**src/rtl/rv32imf_apu_dispatcher_if.sv**
```systemverilog
// APU dispatch bus: core-side request/response signals plus the broadcast
// and per-channel signals towards NUM_CH FPU wrapper instances.
//   master : environment (core APU port + FPU channels)
//   slave  : rv32imf_apu_dispatcher
interface rv32imf_apu_dispatcher_if #(
  parameter int unsigned NUM_CH   = 2,
  parameter int unsigned NARGS    = 3,
  parameter int unsigned WOP      = 6,
  parameter int unsigned NDSFLAGS = 15,
  parameter int unsigned NUSFLAGS = 5
);
  // core side
  logic                             apu_req_i;
  logic                             apu_gnt_o;
  logic [NARGS-1:0][31:0]           apu_operands_i;
  logic [WOP-1:0]                   apu_op_i;
  logic [NDSFLAGS-1:0]              apu_flags_i;
  logic                             apu_rvalid_o;
  logic [31:0]                      apu_rdata_o;
  logic [NUSFLAGS-1:0]              apu_rflags_o;
  logic                             apu_busy_o;
  // channel side
  logic [NUM_CH-1:0]                ch_req_o;
  logic [NUM_CH-1:0]                ch_gnt_i;
  logic [NARGS-1:0][31:0]           ch_operands_o;
  logic [WOP-1:0]                   ch_op_o;
  logic [NDSFLAGS-1:0]              ch_flags_o;
  logic [NUM_CH-1:0]                ch_rvalid_i;
  logic [NUM_CH-1:0][31:0]          ch_rdata_i;
  logic [NUM_CH-1:0][NUSFLAGS-1:0]  ch_rflags_i;
  logic [NUM_CH-1:0]                ch_clk_en_o;

  modport master (
    output apu_req_i, apu_operands_i, apu_op_i, apu_flags_i,
           ch_gnt_i, ch_rvalid_i, ch_rdata_i, ch_rflags_i,
    input  apu_gnt_o, apu_rvalid_o, apu_rdata_o, apu_rflags_o, apu_busy_o,
           ch_req_o, ch_operands_o, ch_op_o, ch_flags_o, ch_clk_en_o
  );

  modport slave (
    input  apu_req_i, apu_operands_i, apu_op_i, apu_flags_i,
           ch_gnt_i, ch_rvalid_i, ch_rdata_i, ch_rflags_i,
    output apu_gnt_o, apu_rvalid_o, apu_rdata_o, apu_rflags_o, apu_busy_o,
           ch_req_o, ch_operands_o, ch_op_o, ch_flags_o, ch_clk_en_o
  );
endinterface

```
**src/rtl/rv32imf_apu_dispatcher.sv**
```systemverilog
// Round-robin dispatcher from the core APU port to NUM_CH FPU channels.
// Requests are issued to channel rr_ptr; results are returned to the core
// in issue order, with early completions held in per-channel result FIFOs.
// Ports:
//   clk_i, rst_ni : clock, asynchronous active-low reset
//   bus (slave)   : core request/grant, registered result strobe/data/flags,
//                   busy; per-channel req/gnt, broadcast operands/op/flags,
//                   per-channel result strobe/data/flags, clock enables
module rv32imf_apu_dispatcher #(
  parameter int unsigned NUM_CH          = 2,
  parameter int unsigned MAX_OUTSTANDING = 4,
  parameter int unsigned NARGS           = 3,
  parameter int unsigned WOP             = 6,
  parameter int unsigned NDSFLAGS        = 15,
  parameter int unsigned NUSFLAGS        = 5
) (
  input logic                   clk_i,
  input logic                   rst_ni,
  rv32imf_apu_dispatcher_if.slave bus
);

  localparam int unsigned PW = (NUM_CH > 1) ? $clog2(NUM_CH) : 1;
  localparam int unsigned AW = $clog2(MAX_OUTSTANDING);
  localparam int unsigned CW = $clog2(MAX_OUTSTANDING + 1);
  localparam int unsigned DW = 32 + NUSFLAGS;

  logic [PW-1:0]       rr_ptr;
  logic [CW-1:0]       count;
  logic [PW-1:0]       ord_mem [MAX_OUTSTANDING];
  logic [AW-1:0]       ord_rd;
  logic [AW-1:0]       ord_wr;
  logic [DW-1:0]       res_mem [NUM_CH][MAX_OUTSTANDING];
  logic [AW-1:0]       res_rd  [NUM_CH];
  logic [AW-1:0]       res_wr  [NUM_CH];
  logic [CW-1:0]       res_cnt [NUM_CH];
  logic [CW-1:0]       inflight[NUM_CH];
  logic                issued_since_rst;
  logic                rvalid_q;
  logic [31:0]         rdata_q;
  logic [NUSFLAGS-1:0] rflags_q;

  logic                room;
  logic                grant;
  logic                ord_empty;
  logic                retire;
  logic [PW-1:0]       head_ch;
  logic [PW-1:0]       rr_next;
  logic [DW-1:0]       head_entry;
  logic [NUM_CH-1:0]   ch_req;
  logic [NUM_CH-1:0]   res_push;
  logic [NUM_CH-1:0]   res_pop;
  logic [NUM_CH-1:0]   ch_issue;
  logic [NUM_CH-1:0]   ch_done;
  logic [NUM_CH-1:0]   ch_clk_en;

  always_comb begin
    room      = count < CW'(MAX_OUTSTANDING);
    ch_req    = '0;
    ch_req[rr_ptr] = bus.apu_req_i & room;
    grant     = room & bus.apu_req_i & bus.ch_gnt_i[rr_ptr];
    ord_empty = (count == '0);
    head_ch   = ord_mem[ord_rd];
    // Order FIFO occupancy equals count, so count doubles as its fill level.
    retire    = !ord_empty && (res_cnt[head_ch] != '0);
    head_entry = res_mem[head_ch][res_rd[head_ch]];
    rr_next   = (rr_ptr == PW'(NUM_CH - 1)) ? '0 : rr_ptr + PW'(1);
    res_push  = '0;
    res_pop   = '0;
    ch_issue  = '0;
    ch_done   = '0;
    ch_clk_en = '0;
    for (int unsigned k = 0; k < NUM_CH; k++) begin
      // Results with no op in the order FIFO (protocol error or stale
      // results from before a reset) are dropped.
      res_push[k]  = bus.ch_rvalid_i[k] & !ord_empty;
      res_pop[k]   = retire && (head_ch == PW'(k));
      ch_issue[k]  = grant && (rr_ptr == PW'(k));
      ch_done[k]   = bus.ch_rvalid_i[k] && (inflight[k] != '0);
      ch_clk_en[k] = ch_req[k] | (inflight[k] != '0);
    end
  end

  // Storage arrays carry no reset; validity is tracked by the pointers.
  always_ff @(posedge clk_i) begin
    if (grant) ord_mem[ord_wr] <= rr_ptr;
    for (int unsigned k = 0; k < NUM_CH; k++) begin
      if (res_push[k]) res_mem[k][res_wr[k]] <= {bus.ch_rdata_i[k], bus.ch_rflags_i[k]};
    end
  end

  always_ff @(posedge clk_i or negedge rst_ni) begin
    if (!rst_ni) begin
      rr_ptr           <= '0;
      count            <= '0;
      ord_rd           <= '0;
      ord_wr           <= '0;
      issued_since_rst <= 1'b0;
      rvalid_q         <= 1'b0;
      rdata_q          <= '0;
      rflags_q         <= '0;
      for (int unsigned k = 0; k < NUM_CH; k++) begin
        res_rd[k]   <= '0;
        res_wr[k]   <= '0;
        res_cnt[k]  <= '0;
        inflight[k] <= '0;
      end
    end else begin
      if (grant) begin
        ord_wr           <= ord_wr + AW'(1);
        rr_ptr           <= rr_next;
        issued_since_rst <= 1'b1;
      end
      if (retire) ord_rd <= ord_rd + AW'(1);
      case ({grant, retire})
        2'b10:   count <= count + CW'(1);
        2'b01:   count <= count - CW'(1);
        default: ;
      endcase

      rvalid_q <= retire;
      rflags_q <= '0;
      if (retire) begin
        rdata_q  <= head_entry[DW-1:NUSFLAGS];
        rflags_q <= head_entry[NUSFLAGS-1:0];
      end

      for (int unsigned k = 0; k < NUM_CH; k++) begin
        if (res_push[k]) res_wr[k] <= res_wr[k] + AW'(1);
        if (res_pop[k])  res_rd[k] <= res_rd[k] + AW'(1);
        case ({res_push[k], res_pop[k]})
          2'b10:   res_cnt[k] <= res_cnt[k] + CW'(1);
          2'b01:   res_cnt[k] <= res_cnt[k] - CW'(1);
          default: ;
        endcase
        case ({ch_issue[k], ch_done[k]})
          2'b10:   inflight[k] <= inflight[k] + CW'(1);
          2'b01:   inflight[k] <= inflight[k] - CW'(1);
          default: ;
        endcase
      end
    end
  end

  assign bus.apu_gnt_o     = grant;
  assign bus.apu_rvalid_o  = rvalid_q;
  assign bus.apu_rdata_o   = rdata_q;
  assign bus.apu_rflags_o  = rflags_q;
  assign bus.apu_busy_o    = (count != '0) | bus.apu_req_i;
  assign bus.ch_req_o      = ch_req;
  assign bus.ch_operands_o = bus.apu_operands_i;
  assign bus.ch_op_o       = bus.apu_op_i;
  assign bus.ch_flags_o    = bus.apu_flags_i;
  assign bus.ch_clk_en_o   = ch_clk_en;

  // Until the first issue after reset, channels may still deliver results
  // of ops launched before the reset; those are expected and silently dropped.
  for (genvar k = 0; k < NUM_CH; k++) begin : g_chk
    a_res_no_overflow : assert property (@(posedge clk_i) disable iff (!rst_ni)
      !(res_push[k] && (res_cnt[k] == CW'(MAX_OUTSTANDING))));
    a_no_orphan_result : assert property (@(posedge clk_i) disable iff (!rst_ni)
      !(bus.ch_rvalid_i[k] && ord_empty && issued_since_rst));
  end

endmodule

```
**src/flat_wrapper.sv**
```systemverilog
// flat-port wrapper written by rule: the top's interface ports become plain ports
module rv32imf_apu_dispatcher_flat 
#(
  parameter int unsigned NUM_CH          = 2,
  parameter int unsigned MAX_OUTSTANDING = 4,
  parameter int unsigned NARGS           = 3,
  parameter int unsigned WOP             = 6,
  parameter int unsigned NDSFLAGS        = 15,
  parameter int unsigned NUSFLAGS        = 5
)
  (clk_i, rst_ni, bus_apu_req_i, bus_apu_operands_i, bus_apu_op_i, bus_apu_flags_i, bus_ch_gnt_i, bus_ch_rvalid_i, bus_ch_rdata_i, bus_ch_rflags_i, bus_apu_gnt_o, bus_apu_rvalid_o, bus_apu_rdata_o, bus_apu_rflags_o, bus_apu_busy_o, bus_ch_req_o, bus_ch_operands_o, bus_ch_op_o, bus_ch_flags_o, bus_ch_clk_en_o);
  rv32imf_apu_dispatcher_if #(.NUM_CH(NUM_CH), .NARGS(NARGS), .WOP(WOP), .NDSFLAGS(NDSFLAGS), .NUSFLAGS(NUSFLAGS)) bus_i ();
  input logic clk_i;
  input logic rst_ni;
  input wire logic [$bits(bus_i.apu_req_i)-1:0] bus_apu_req_i;
  input wire logic [$bits(bus_i.apu_operands_i)-1:0] bus_apu_operands_i;
  input wire logic [$bits(bus_i.apu_op_i)-1:0] bus_apu_op_i;
  input wire logic [$bits(bus_i.apu_flags_i)-1:0] bus_apu_flags_i;
  input wire logic [$bits(bus_i.ch_gnt_i)-1:0] bus_ch_gnt_i;
  input wire logic [$bits(bus_i.ch_rvalid_i)-1:0] bus_ch_rvalid_i;
  input wire logic [$bits(bus_i.ch_rdata_i)-1:0] bus_ch_rdata_i;
  input wire logic [$bits(bus_i.ch_rflags_i)-1:0] bus_ch_rflags_i;
  output wire logic [$bits(bus_i.apu_gnt_o)-1:0] bus_apu_gnt_o;
  output wire logic [$bits(bus_i.apu_rvalid_o)-1:0] bus_apu_rvalid_o;
  output wire logic [$bits(bus_i.apu_rdata_o)-1:0] bus_apu_rdata_o;
  output wire logic [$bits(bus_i.apu_rflags_o)-1:0] bus_apu_rflags_o;
  output wire logic [$bits(bus_i.apu_busy_o)-1:0] bus_apu_busy_o;
  output wire logic [$bits(bus_i.ch_req_o)-1:0] bus_ch_req_o;
  output wire logic [$bits(bus_i.ch_operands_o)-1:0] bus_ch_operands_o;
  output wire logic [$bits(bus_i.ch_op_o)-1:0] bus_ch_op_o;
  output wire logic [$bits(bus_i.ch_flags_o)-1:0] bus_ch_flags_o;
  output wire logic [$bits(bus_i.ch_clk_en_o)-1:0] bus_ch_clk_en_o;
  assign bus_i.apu_req_i = bus_apu_req_i;
  assign bus_i.apu_operands_i = bus_apu_operands_i;
  assign bus_i.apu_op_i = bus_apu_op_i;
  assign bus_i.apu_flags_i = bus_apu_flags_i;
  assign bus_i.ch_gnt_i = bus_ch_gnt_i;
  assign bus_i.ch_rvalid_i = bus_ch_rvalid_i;
  assign bus_i.ch_rdata_i = bus_ch_rdata_i;
  assign bus_i.ch_rflags_i = bus_ch_rflags_i;
  assign bus_apu_gnt_o = bus_i.apu_gnt_o;
  assign bus_apu_rvalid_o = bus_i.apu_rvalid_o;
  assign bus_apu_rdata_o = bus_i.apu_rdata_o;
  assign bus_apu_rflags_o = bus_i.apu_rflags_o;
  assign bus_apu_busy_o = bus_i.apu_busy_o;
  assign bus_ch_req_o = bus_i.ch_req_o;
  assign bus_ch_operands_o = bus_i.ch_operands_o;
  assign bus_ch_op_o = bus_i.ch_op_o;
  assign bus_ch_flags_o = bus_i.ch_flags_o;
  assign bus_ch_clk_en_o = bus_i.ch_clk_en_o;
  rv32imf_apu_dispatcher #(.NUM_CH(NUM_CH), .MAX_OUTSTANDING(MAX_OUTSTANDING), .NARGS(NARGS), .WOP(WOP), .NDSFLAGS(NDSFLAGS), .NUSFLAGS(NUSFLAGS)) u_core (.clk_i(clk_i), .rst_ni(rst_ni), .bus(bus_i));
endmodule
```
**config.mk**
```make
export PLATFORM = sky130hd
export DESIGN_NAME = rv32imf_apu_dispatcher_flat
export DESIGN_NICKNAME = d
export VERILOG_FILES = /design/src/rtl/rv32imf_apu_dispatcher_if.sv /design/src/rtl/rv32imf_apu_dispatcher.sv /design/src/flat_wrapper.sv
export SDC_FILE = /design/constraint.sdc
export NUM_CORES = 1
export LEC_CHECK = 0
export CORE_AREA = 2 2 215 217
export DETAILED_ROUTE_END_ITERATION = 8
export DIE_AREA = 0 0 217 219
export GPL_ROUTABILITY_DRIVEN = 0
export SLEW_MARGIN = 25
export SYNTH_ARGS = -nofsm -noshare
export SYNTH_HDL_FRONTEND = slang
export SYNTH_SLANG_ARGS = --single-unit
```
**constraint.sdc**
```tcl
create_clock -name clk_i -period 8.3 [get_ports clk_i]
set_clock_uncertainty 0.15 [all_clocks]
set_input_delay 1.66 -clock clk_i [delete_from_list [all_inputs] [get_ports clk_i]]
set_output_delay 1.66 -clock clk_i [all_outputs]
set_load 0.02 [all_outputs]
```
==> summary.md <==
| Metric | Value |
|---|---|
| CORE AREA | ~45000 um2 |
| Crit path time final | 5.28 ns |
| Syn nets | 1251 |
| Row count | 78 |
| Routed len/inst | 24.4 um |
| YS warnings | 0 |
| Peak VDD IR | 0.227 mV |
| Actual slew at the worst max-slew pin | 1.03 ns |
| IO Count | about 360 |
| Final TNS setup | 0 ns |
| Post-synth cell types | 36 |
| Crit-path max FO | 9 |
| Fin area | 17900 um2 |
| Area of the mapped netlist | between 15000 and 20000 um2 |
| Crit Path Category | in2out |
| PnR Total Power | about 7000 uW |
| Starting Density | 0.346 |
| Setup bufs post-CTS | 0 |
| Multi-input logic area | 3660 um2 |
| GRT overflow | 0 |
| Root buf cell | clkbuf_16 |
| CTS sink cnt | 366 |
| Dominant synthesized flop cell | edfxtp_1 |
| Number of synthesized flops with an enable pin | 300 |
| Final Hold Fails | 0 |
| HP Class | reg2reg |
| Status | completed |
| Vias per Instance | about 4.8 |
| Fin crit share | 0.636 |
| Yosys reg bits | 366 |
| Die area | 47500 um2 |
| Worst setup EP type | primary output |
| Final ANT Viol Nets | 0 |
| # fillers | 4131 |
| CP Data Required Time | 6.49 ns |
| Pre-Repair DR Iteration Count | 5 |
| Largest net degree at the start of global routing | slightly above 80 |
| Syn Inst Count | 1031 |
| WL final | 41.0 mm |
| Initial antenna violation count | 4 |
| Leak | 0.00636 uW |
| CP arrival | 3.47 ns |
| Layout Cells excl Fill | 1678 |
| Final Max Tran Viols | 0 |
| Max Clock Freq | 189 MHz |
| Placement-stage cell area | 16600 um2 |
| All-Layer GR Usage | 0.173 |
| First-pass GRT wire length | 58.6 mm |
| Max Cap Viol | 0 |
| Cell area power density | 397 nW/um2 |
| CTS Hold Buffers Added | 0 |
| CTS resizes | 0 |
| Max Buffers Root-to-Sink | 3 |
| Post-synth ARST share | 0.180 |
| H-tree lvl count | 2 |
| Syn-to-layout area delta | 14.8% |
| Sequential cell area | 10700 um2 |
| Slew margin rel. | 0.310 |
| Worst setup SP type | input pin |
| IO buf count | 124 |
| Final Net Count | 1267 |
| TritonCTS clock tree | built |
| CTS Buf Count | 40 |
| Final HPWL DP | 26.5 mm |
| DRC | 0 |
| Vias in the first global route | 8251 |
| Clock transition at the registers of the reported paths | roughly 0.060 ns |
| Worst R2R Setup Slack | 4.34 ns |
| Layout cell share with drive strength beyond 1 | 0.127 |
| Syn Area/Cell | roughly 15 um2 |
| DRT iter0 DRCs | 476 |
| DR vias | 8097 |
| Chip height | 219 um |
| Die width | around 220 um |
| Worst-Skew Late Latency | roughly 0.54 ns |
| Dpl cells | about 1600 |
| RSZ-0062 raised after global routing | false |
| Register area share after synthesis | 0.684 |
| Setup Viol. Count Final | 0 |
==> final cells by class <==
| cell class | instances | share of cell area |
|---|---|---|
| diodes | 1 | 0.000140 |
| clock buffers | 54 | 0.0612 |
| clock inverters | 18 | 0.0128 |
| repair buffers | 141 | 0.0770 |
| flip-flops and latches | 366 | 0.596 |
| multi-input cells | 471 | 0.205 |
| inverters | 27 | 0.00567 |
| well taps | 600 | 0.0420 |
==> routing by layer <==
layer  up-vias  share of wire  global-route usage
li1       3709              -                   -
met1      3980           0.37               0.191
met2       281           0.50               0.296
met3       121          0.082              0.0588
met4         6          0.049              0.0932
met5         -        0.00083             0.00104
==> stage by stage <==
stage / hold WS (ns) / util / setup WS [ns]
after global placement: 0.304 / 0.367 / 3.02
after CTS: 0.320 / 0.396 / 2.99
final: 0.323 / 0.397 / 3.02
after floorplan: 0.284 / - / 3.73
after detailed placement: 0.308 / 0.367 / 3.00
after global routing: 0.334 / 0.397 / 2.80
==> where the power goes <==
group	internal, uW	switching, uW	total, uW
clock network	1090	710	1800
registers	2520	205	2720
logic	1020	1570	2590
==> state kept, by name, indices dropped and copies added (netlist names) <==
signal	flops
u_core.rr_ptr	1
u_core.ord_rd	2
u_core.res_rd	4
u_core.ord_wr	2
u_core.bus.apu_rflags_o	5
u_core.bus.apu_rvalid_o	1
u_core.res_wr	4
u_core.res_cnt	6
u_core.bus.apu_rdata_o	32
u_core.count	3
u_core.inflight	6
u_core.res_mem	296
u_core.ord_mem	4
==> worst paths after layout <==
path | startpoint | endpoint | depth (start not counted)
worst max-delay path | bus_apu_req_i | bus_apu_gnt_o | 5
worst min-delay path | u_core.res_cnt[5]$_DFFE_PN0P_ | u_core.res_cnt[5]$_DFFE_PN0P_ | 1
min in group asynchronous | rst_ni | u_core.bus.apu_rdata_o[0]$_DFFE_PN0P_ | 1
worst max register to register | u_core.ord_rd[0]$_DFFE_PN0P_ | u_core.count[2]$_DFFE_PN0P_ | 12
worst min register to register | u_core.res_cnt[5]$_DFFE_PN0P_ | u_core.res_cnt[5]$_DFFE_PN0P_ | 1
max in group asynchronous | rst_ni | u_core.res_rd[1]$_DFFE_PN0P_ | 2
==> logic make-up after synthesis <==
| group | share of synthesized area |
|---|---|
| adders and majority gates | 0.0201 |
| buffers and inverters | 0.0817 |
| DFF | 0.684 |
| AOI/OAI and AO/OA | 0.0577 |
| and+or+nand+nor | 0.0351 |
| muxes | 0.108 |
| xor gates and xnor gates | 0.0135 |
==> Yosys cell counts (all sizes together), types with 2 or more instances <==
cell	n	share of area
edfxtp	300	0.58
buf	147	0.070
mux2i	81	0.054
mux2	73	0.053
dfrtp	66	0.11
nand2	55	0.013
o211ai	39	0.020
nor2	38	0.0092
a21oi	37	0.012
a31oi	36	0.014
o21ai	33	0.011
inv	27	0.0065
clkbuf	20	0.0048
ha	17	0.014
xnor2	12	0.0067
xor2	12	0.0067
and3	8	0.0032
nor3b	6	0.0032
fa	5	0.0064
and2	4	0.0016
nand3	4	0.0013
nor3	2	0.00064
o31a	2	0.0011
or3	2	0.00080
or4	2	0.00096
==> worst max-delay path: stages <==
cell	delay, ns
clkdlybuf4s50_1	0.48
nor3b_1	0.28
nand2_1	0.14
nand2_1	0.25
clkdlybuf4s50_1	0.67
==> placed cells by master, fill, tap and decap left out, types with 8 or more instances in the layout <==
cell             count
nand2_1             55
o211ai_1            38
xor2_1              12
clkbuf_16           41
o21ai_1             10
o21ai_0             23
mux2_2              45
a31oi_1             36
ha_1                17
dfrtp_1             64
a21oi_1             37
buf_4               16
edfxtp_1           300
inv_1               26
mux2_1              28
xnor2_1             12
clkdlybuf4s50_1    123
and3_2               8
nor2_1              38
mux2i_1             79
clkbuf_1            11
(Power assumes the default switching activity.)
